==> config.mk <==
export PLATFORM = sky130hd
export DESIGN_NAME = multi_pulse_generator
export DESIGN_NICKNAME = d
export VERILOG_FILES = /design/src/rtl/multi_pulse_generator_pkg.sv /design/src/rtl/multi_pulse_generator_pulse_channel.sv /design/src/rtl/multi_pulse_generator.sv
export SDC_FILE = /design/constraint.sdc
export NUM_CORES = 1
export LEC_CHECK = 0
export CAP_MARGIN = 20
export CELL_PAD_IN_SITES_DETAIL_PLACEMENT = 0
export CELL_PAD_IN_SITES_GLOBAL_PLACEMENT = 2
export CORE_MARGIN = 1
export CORE_UTILIZATION = 35
export CTS_CLUSTER_DIAMETER = 150
export DETAILED_ROUTE_END_ITERATION = 10
export GPL_ROUTABILITY_DRIVEN = 0
export HOLD_SLACK_MARGIN = 0.02
export PLACE_DENSITY = 0.77
export SYNTH_ARGS = -nofsm -noshare
export SYNTH_HDL_FRONTEND = slang
export SYNTH_SLANG_ARGS = --single-unit
==> constraint.sdc <==
create_clock -name clk -period 7.9 [get_ports clk]
set_clock_uncertainty 0.05 [all_clocks]
set_input_delay 1.185 -clock clk [delete_from_list [all_inputs] [get_ports clk]]
set_output_delay 1.185 -clock clk [all_outputs]
set_load 0.01 [all_outputs]
==> src/rtl/multi_pulse_generator_pkg.sv <==
`default_nettype none
// ============================================================================
// Module   : multi_pulse_generator_pkg
// Purpose  : Shared types and default constants for the multi-channel pulse
//            train generator. Holds the per-channel FSM state encoding and
//            the default parameter values used by the top and channel blocks.
// Ports    : none (package)
// Revision : 1.0 - initial release
// ============================================================================
package multi_pulse_generator_pkg;

  // Per-channel train sequencer states
  typedef enum logic [1:0] {
    IDLE   = 2'd0,
    DELAY  = 2'd1,
    ACTIVE = 2'd2,
    GAP    = 2'd3
  } ch_state_t;

  // Default parameter values
  localparam int DEF_NUM_CH      = 4;
  localparam int DEF_CNT_W       = 16;
  localparam int DEF_RPT_W       = 8;
  localparam int DEF_RESET_DELAY = 8;

endpackage : multi_pulse_generator_pkg
`default_nettype wire

==> src/rtl/multi_pulse_generator_pulse_channel.sv <==
`default_nettype none
// ============================================================================
// Module   : pulse_channel
// Purpose  : One pulse-train channel: IDLE -> DELAY -> ACTIVE -> (GAP ->
//            ACTIVE)* -> IDLE. Timing configuration is captured at start so
//            later changes on the shared cfg_* bus do not disturb a running
//            train. Zero-valued settings behave as 1.
// Ports    : clk        - clock, rising edge
//            reset      - asynchronous active-low reset
//            ready      - block-level start enable
//            start      - start request for this channel
//            abort      - return to IDLE on the next edge, no done strobe
//            cfg_delay  - cycles from start sample to first rise
//            cfg_width  - pulse high cycles
//            cfg_gap    - low cycles between pulses
//            cfg_repeat - pulses per train
//            pulse_out  - registered pulse output
//            busy       - channel not IDLE
//            done       - one-cycle strobe at the edge the last pulse falls
// Revision : 1.0 - initial release
// ============================================================================
module pulse_channel
  import multi_pulse_generator_pkg::*;
#(
  parameter int CNT_W = DEF_CNT_W,
  parameter int RPT_W = DEF_RPT_W
) (
  input  logic             clk,
  input  logic             reset,
  input  logic             ready,
  input  logic             start,
  input  logic             abort,
  input  logic [CNT_W-1:0] cfg_delay,
  input  logic [CNT_W-1:0] cfg_width,
  input  logic [CNT_W-1:0] cfg_gap,
  input  logic [RPT_W-1:0] cfg_repeat,
  output logic             pulse_out,
  output logic             busy,
  output logic             done
);

  ch_state_t        state, state_nx;
  logic [CNT_W-1:0] cnt, cnt_nx;
  logic [RPT_W-1:0] rpt, rpt_nx;
  logic [CNT_W-1:0] width, width_nx;
  logic [CNT_W-1:0] gap, gap_nx;
  logic             pulse, pulse_nx;
  logic             done_q, done_nx;

  always_ff @(posedge clk or negedge reset) begin
    if (!reset) begin
      state  <= IDLE;
      cnt    <= '0;
      rpt    <= '0;
      width  <= '0;
      gap    <= '0;
      pulse  <= 1'b0;
      done_q <= 1'b0;
    end else begin
      state  <= state_nx;
      cnt    <= cnt_nx;
      rpt    <= rpt_nx;
      width  <= width_nx;
      gap    <= gap_nx;
      pulse  <= pulse_nx;
      done_q <= done_nx;
    end
  end

  // The counter holds the number of edges left in the current phase; the
  // phase ends on the edge where it reads 1, so a loaded value N gives
  // exactly N cycles.
  always_comb begin
    state_nx = state;
    cnt_nx   = cnt;
    rpt_nx   = rpt;
    width_nx = width;
    gap_nx   = gap;
    pulse_nx = pulse;
    done_nx  = 1'b0;

    case (state)
      IDLE: begin
        // A start coinciding with the done strobe is dropped so trains
        // cannot be chained back-to-back by holding start high.
        if (ready && start && !done_q) begin
          state_nx = DELAY;
          cnt_nx   = (cfg_delay  == '0) ? CNT_W'(1) : cfg_delay;
          width_nx = (cfg_width  == '0) ? CNT_W'(1) : cfg_width;
          gap_nx   = (cfg_gap    == '0) ? CNT_W'(1) : cfg_gap;
          rpt_nx   = (cfg_repeat == '0) ? RPT_W'(1) : cfg_repeat;
        end
      end
      DELAY: begin
        if (cnt == CNT_W'(1)) begin
          state_nx = ACTIVE;
          pulse_nx = 1'b1;
          cnt_nx   = width;
        end else begin
          cnt_nx = cnt - CNT_W'(1);
        end
      end
      ACTIVE: begin
        if (cnt == CNT_W'(1)) begin
          pulse_nx = 1'b0;
          if (rpt == RPT_W'(1)) begin
            state_nx = IDLE;
            done_nx  = 1'b1;
            cnt_nx   = '0;
            rpt_nx   = '0;
          end else begin
            state_nx = GAP;
            cnt_nx   = gap;
            rpt_nx   = rpt - RPT_W'(1);
          end
        end else begin
          cnt_nx = cnt - CNT_W'(1);
        end
      end
      GAP: begin
        if (cnt == CNT_W'(1)) begin
          state_nx = ACTIVE;
          pulse_nx = 1'b1;
          cnt_nx   = width;
        end else begin
          cnt_nx = cnt - CNT_W'(1);
        end
      end
      default: begin
        state_nx = IDLE;
        pulse_nx = 1'b0;
        cnt_nx   = '0;
        rpt_nx   = '0;
      end
    endcase

    // Abort overrides normal sequencing and suppresses the done strobe
    if (abort && (state != IDLE)) begin
      state_nx = IDLE;
      pulse_nx = 1'b0;
      done_nx  = 1'b0;
      cnt_nx   = '0;
      rpt_nx   = '0;
    end
  end

  assign pulse_out = pulse;
  assign busy      = (state != IDLE);
  assign done      = done_q;

endmodule : pulse_channel
`default_nettype wire

==> src/rtl/multi_pulse_generator.sv <==
`default_nettype none
// ============================================================================
// Module   : multi_pulse_generator
// Purpose  : NUM_CH independent pulse-train channels sharing one timing
//            configuration bus. Holds the reset synchroniser and the
//            post-reset ready delay; each channel is a pulse_channel.
//            Optional feature macro: MULTI_PULSE_GEN_ABORT_EN adds the
//            per-channel abort input.
// Ports    : clk        - clock, rising edge
//            reset      - asynchronous active-low reset
//            start      - per-channel start request
//            abort      - per-channel abort (MULTI_PULSE_GEN_ABORT_EN only)
//            cfg_delay  - cycles from start sample to first pulse rise
//            cfg_width  - pulse high cycles
//            cfg_gap    - low cycles between pulses
//            cfg_repeat - pulses per train
//            pulse_out  - registered pulse outputs
//            busy       - channel not IDLE
//            done       - one-cycle strobe at train end
//            ready      - block accepting starts
// Revision : 1.0 - initial release
// ============================================================================
module multi_pulse_generator
  import multi_pulse_generator_pkg::*;
#(
  parameter int NUM_CH      = DEF_NUM_CH,
  parameter int CNT_W       = DEF_CNT_W,
  parameter int RPT_W       = DEF_RPT_W,
  parameter int RESET_DELAY = DEF_RESET_DELAY
) (
  input  logic              clk,
  input  logic              reset,
  input  logic [NUM_CH-1:0] start,
`ifdef MULTI_PULSE_GEN_ABORT_EN
  input  logic [NUM_CH-1:0] abort,
`endif
  input  logic [CNT_W-1:0]  cfg_delay,
  input  logic [CNT_W-1:0]  cfg_width,
  input  logic [CNT_W-1:0]  cfg_gap,
  input  logic [RPT_W-1:0]  cfg_repeat,
  output logic [NUM_CH-1:0] pulse_out,
  output logic [NUM_CH-1:0] busy,
  output logic [NUM_CH-1:0] done,
  output logic              ready
);

  // Reset synchroniser: assertion is immediate, release takes two edges.
  logic [1:0] rst_sync;
  logic       rst_n_int;

  always_ff @(posedge clk or negedge reset) begin
    if (!reset) begin
      rst_sync <= 2'b00;
    end else begin
      rst_sync <= {rst_sync[0], 1'b1};
    end
  end

  assign rst_n_int = rst_sync[1];

  // ready rises on edge RESET_DELAY after release, counting the two
  // synchroniser edges. The synchroniser alone needs two edges, so values
  // below 2 behave as 2.
  if (RESET_DELAY <= 2) begin : g_ready_short
    assign ready = rst_n_int;
  end else begin : g_ready_count
    localparam int RD_W = $clog2(RESET_DELAY);

    logic [RD_W-1:0] dly_cnt;
    logic            ready_q;

    // Counting starts on edge 3; ready is set on the edge where the count
    // already seen equals RESET_DELAY-3.
    always_ff @(posedge clk or negedge reset) begin
      if (!reset) begin
        dly_cnt <= '0;
        ready_q <= 1'b0;
      end else if (rst_n_int && !ready_q) begin
        dly_cnt <= dly_cnt + RD_W'(1);
        if (dly_cnt == RD_W'(RESET_DELAY - 3)) begin
          ready_q <= 1'b1;
        end
      end
    end

    assign ready = ready_q;
  end

  logic [NUM_CH-1:0] abort_int;

`ifdef MULTI_PULSE_GEN_ABORT_EN
  assign abort_int = abort;
`else
  assign abort_int = '0;
`endif

  for (genvar i = 0; i < NUM_CH; i++) begin : g_ch
    pulse_channel #(
      .CNT_W (CNT_W),
      .RPT_W (RPT_W)
    ) u_ch (
      .clk        (clk),
      .reset      (rst_n_int),
      .ready      (ready),
      .start      (start[i]),
      .abort      (abort_int[i]),
      .cfg_delay  (cfg_delay),
      .cfg_width  (cfg_width),
      .cfg_gap    (cfg_gap),
      .cfg_repeat (cfg_repeat),
      .pulse_out  (pulse_out[i]),
      .busy       (busy[i]),
      .done       (done[i])
    );
  end

endmodule : multi_pulse_generator
`default_nettype wire

==> flow_metrics.env <==
export IMPL_status="finished clean"
export IMPL_wl_mm=48.08
export IMPL_postSynthAreaPerCell_sq_um=9.757
export IMPL_cts_buffer_depth=3
export IMPL_first_iter_violations=1005
export IMPL_synth_xor_area_share_pct=0.7711
export IMPL_grt_max_degree=158
export IMPL_vias=11830
export IMPL_async_flop_share_pct=100.0
export IMPL_grt_pass1_vias=11291
export IMPL_cts_buffers_inserted=29
export IMPL_netlist_area_sq_um=13630
export IMPL_synthFlopType="dfrtp_1"
export IMPL_clk_pin_slew_ns=0.06
export IMPL_io_pins=75
export IMPL_synth_seq_cells=246
export IMPL_start_util_pct=35.85
export IMPL_die_w_microns=199.3
export IMPL_critical_path_cell_chain="nor2_1 -> buf_4 -> inv_1 -> clkdlybuf4s50_1"
export IMPL_path_max_fanout=15
export IMPL_cp_slowest_cell="clkdlybuf4s50_1"
export IMPL_cp_end_kind="output port"
export IMPL_synth_common_cells="dfrtp_1 (246), mux2_2 (120), o21ai_0 (110)"
export IMPL_synth_simple_area_share_pct=16.35
export IMPL_rows=71
export IMPL_post_cts_buffers=0
export IMPL_cp_start_kind="flop"
export IMPL_synthMuxAreaShare_pct=10.72
export IMPL_power_frac_seq_pct=42.3
export IMPL_reg2reg_slack_ns=4.28
export IMPL_drive_above_1_share_pct=15.12
export IMPL_routed_wl_met3_mm=2.421
export IMPL_crit_type="flop to output port"
export IMPL_switching_share_pct=37.07
export IMPL_synth_area_leaders="dfrtp_1 (45%), mux2_2 (9.9%), o21ai_0 (4.0%)"
export IMPL_cts_max_level=1
export IMPL_tns_ns=0
export IMPL_clockPowerShare_pct=25.7
export IMPL_grt_pass1_wl_mm=73.51
export IMPL_synth_fa_ha_area_share_pct=1.652
export IMPL_dr_wl_met2_mm=20.99
export IMPL_cts_hold_buf=0
export IMPL_cts_resized=0
export IMPL_slew_viol_final=0
export IMPL_maxCapViolations=0
export IMPL_synth_fp_nets=1477
export IMPL_yosysWarnings=0
export IMPL_firstDrtPassIters=5
export IMPL_clkLatencyLatePin_ns=0.56
export IMPL_combPwrFrac_pct=32.0
export IMPL_hold_ws_ns=0.2193
export IMPL_p_switching_w=0.001873
export IMPL_yosysTopAreaCell="dfrtp_1"
export IMPL_wl_per_cell_microns=24.44
export IMPL_finalSetupViolations=0
export IMPL_synth_yosys_seq_area_share_pct=45.16
export IMPL_max_stage_delay_ns=0.67
export IMPL_cts_sinks=246
export IMPL_die_area_sq_um=39740
export IMPL_slew_limit_headroom_pct=27.67
export IMPL_period_share_pct=50.82
export IMPL_ff2ff_path_depth=5
export IMPL_hold_viol_final=0
export IMPL_required_ns=6.66
export IMPL_synth_edff_count=0
export IMPL_drt_met1_wl_mm=22.97
export IMPL_r2r_start="ready$_DFFE_PN0P_"
export IMPL_p_per_area_nw_per_um2=320.4
export IMPL_path_delay_family="buffers and inverters"
export IMPL_power_internal_w=0.003178
export IMPL_cts_root_buf="clkbuf_16"
export IMPL_port_buffers=74
export IMPL_finalCriticalPeriod_ns=4.015
export IMPL_cts_tree="done"
export IMPL_synth_compound_area_share_pct=21.20
export IMPL_highest_layer="met5"
export IMPL_yosysTopAreaCellShare_pct=45.16
export IMPL_p_leak_nw=6.315
export IMPL_finalNetCount=1514
export IMPL_antenna_found_initial=2
export IMPL_worstMarginPinSlew_ns=1.085
export IMPL_die_h_microns=199.3
export IMPL_hpwl_mm=32.28
export IMPL_finalPower_w=0.005051
export IMPL_drc_errors=0
export IMPL_area_growth_pct=15.66
export IMPL_rsz0062_at_grt="no"
export IMPL_yosysUniqueCellTypes=81
export IMPL_vdd_ir_drop_max_v=0.0001784
export IMPL_groute_usage_overall_pct=24.71
export IMPL_detail_route_antenna_nets=0
export IMPL_path_buf_inv=3
export IMPL_synth_top_family_by_area="compound AO/OA/AOI/OAI gates"
export IMPL_synthesis_instances=1397
export IMPL_globalRouteOverflowTotal=0
export IMPL_reg2reg_to="g_ch[3].u_ch.rpt[3]$_DFFE_PN0P_"
export IMPL_viasPerCell=6.014
export IMPL_yosysMostFrequentCell="dfrtp_1"
export IMPL_hp_class="flop to asynchronous set/reset pin"
export IMPL_core_area_sq_um=38020
export IMPL_fmax_mhz=249.1
export IMPL_worstPathArrival_ns=2.78
[layout by cell type (no fill, tap or decap), types with 13 or more instances in the layout]
master           instances
dfrtp_1                245
mux2_2                 120
o21ai_0                110
nor2_1                  94
nand2_1                 94
a21oi_1                 85
clkdlybuf4s50_1         74
nor3_1                  52
nor4_1                  37
inv_1                   35
clkbuf_16               29
buf_4                   26
nand3_1                 21
a22oi_1                 21
a221oi_1                20
o211ai_1                19
nand4_1                 18
ha_1                    18
o22ai_1                 17
o21ai_1                 15
a32oi_1                 14
o2bb2ai_1               13
[worst max path at each step]
| stage | end | cells past startpoint | slack [ns] | from |
|---|---|---|---|---|
| 2_1_floorplan | g_ch[0].u_ch.cnt[0]$_DFFE_PN0N_ | 0 | 0.55 | rst_sync[1]$_DFF_PN0_ |
| 3_3_place_gp | g_ch[2].u_ch.rpt[1]$_DFFE_PN0P_ | 6 | 3.58 | start[2] |
| 3_5_place_dp | g_ch[2].u_ch.rpt[1]$_DFFE_PN0P_ | 6 | 3.58 | start[2] |
| 4_1_cts | busy[2] | 3 | 3.34 | g_ch[2].u_ch.state[1]$_DFFE_PN0P_ |
| 5_1_grt | busy[2] | 4 | 3.73 | g_ch[2].u_ch.state[1]$_DFFE_PN0P_ |
| 6_report | busy[2] | 4 | 3.88 | g_ch[2].u_ch.state[1]$_DFFE_PN0P_ |
[power groups by stage]
stage,combinational [W],clock (W),sequential (W)
6_report,0.00161,0.00130,0.00214
3_3_place_gp,0.00158,0,0.00214
4_1_cts,0.00160,0.00133,0.00213
5_1_grt,0.00180,0.00138,0.00221
3_5_place_dp,0.00159,0,0.00214
2_1_floorplan,0.00124,0,0.00199
[area by class of cell]
type / instances / area (sq um)
multi-input cells: 1019 / 6943
repair buffers: 102 / 975.9
diodes: 1 / 2.502
clock buffers: 39 / 823.3
flip-flops and latches: 246 / 6160
inverters: 36 / 135.1
clock inverters: 13 / 86.33
fillers: 3798 / 22260
well taps: 511 / 639.4
[routing by layer]
metal | GRT usage, % | up-vias
met4 | 8.086 | 2
met5 | 0 | -
li1 | - | 5381
met1 | 37.12 | 5967
met2 | 36.83 | 393
met3 | 2.582 | 87
[stage by stage]
step                      utilization (%)  setup slack [ns]  instance area [sq um]  instances
after floorplan                         -            0.5457                  13630       1397
after global routing                41.46             3.729                  15760       1966
after detailed placement            38.95             3.579                  14810       1910
final                               41.46             3.885                  15770       1967
after CTS                           41.35             3.336                  15720       1962
after global placement              38.95             3.585                  14810       1910
[flip-flops by register name, summed over array words and instances (netlist names)]
name / cells
g_ch.u_ch.done: 4
g_ready_count.dly_cnt: 3
g_ch.u_ch.width: 64
g_ch.u_ch.cnt: 64
rst_sync: 2
g_ch.u_ch.state: 8
ready: 1
g_ch.u_ch.rpt: 32
g_ch.u_ch.gap: 64
g_ch.u_ch.pulse_out: 4
[kinds of logic (layout without fill, tap and decap cells)]
| kind of cell | count (synthesis) | count (layout) |
|---|---|---|
| compound gates | 435 | 435 |
| buf+inv | 132 | 190 |
| simple gates | 422 | 422 |
| xor+xnor | 12 | 12 |
| flops | 246 | 246 |
| mux | 131 | 131 |
| other cells | 1 | 2 |
| fa+ha+maj | 18 | 18 |
Note: power is estimated with default switching activity, not from simulation.
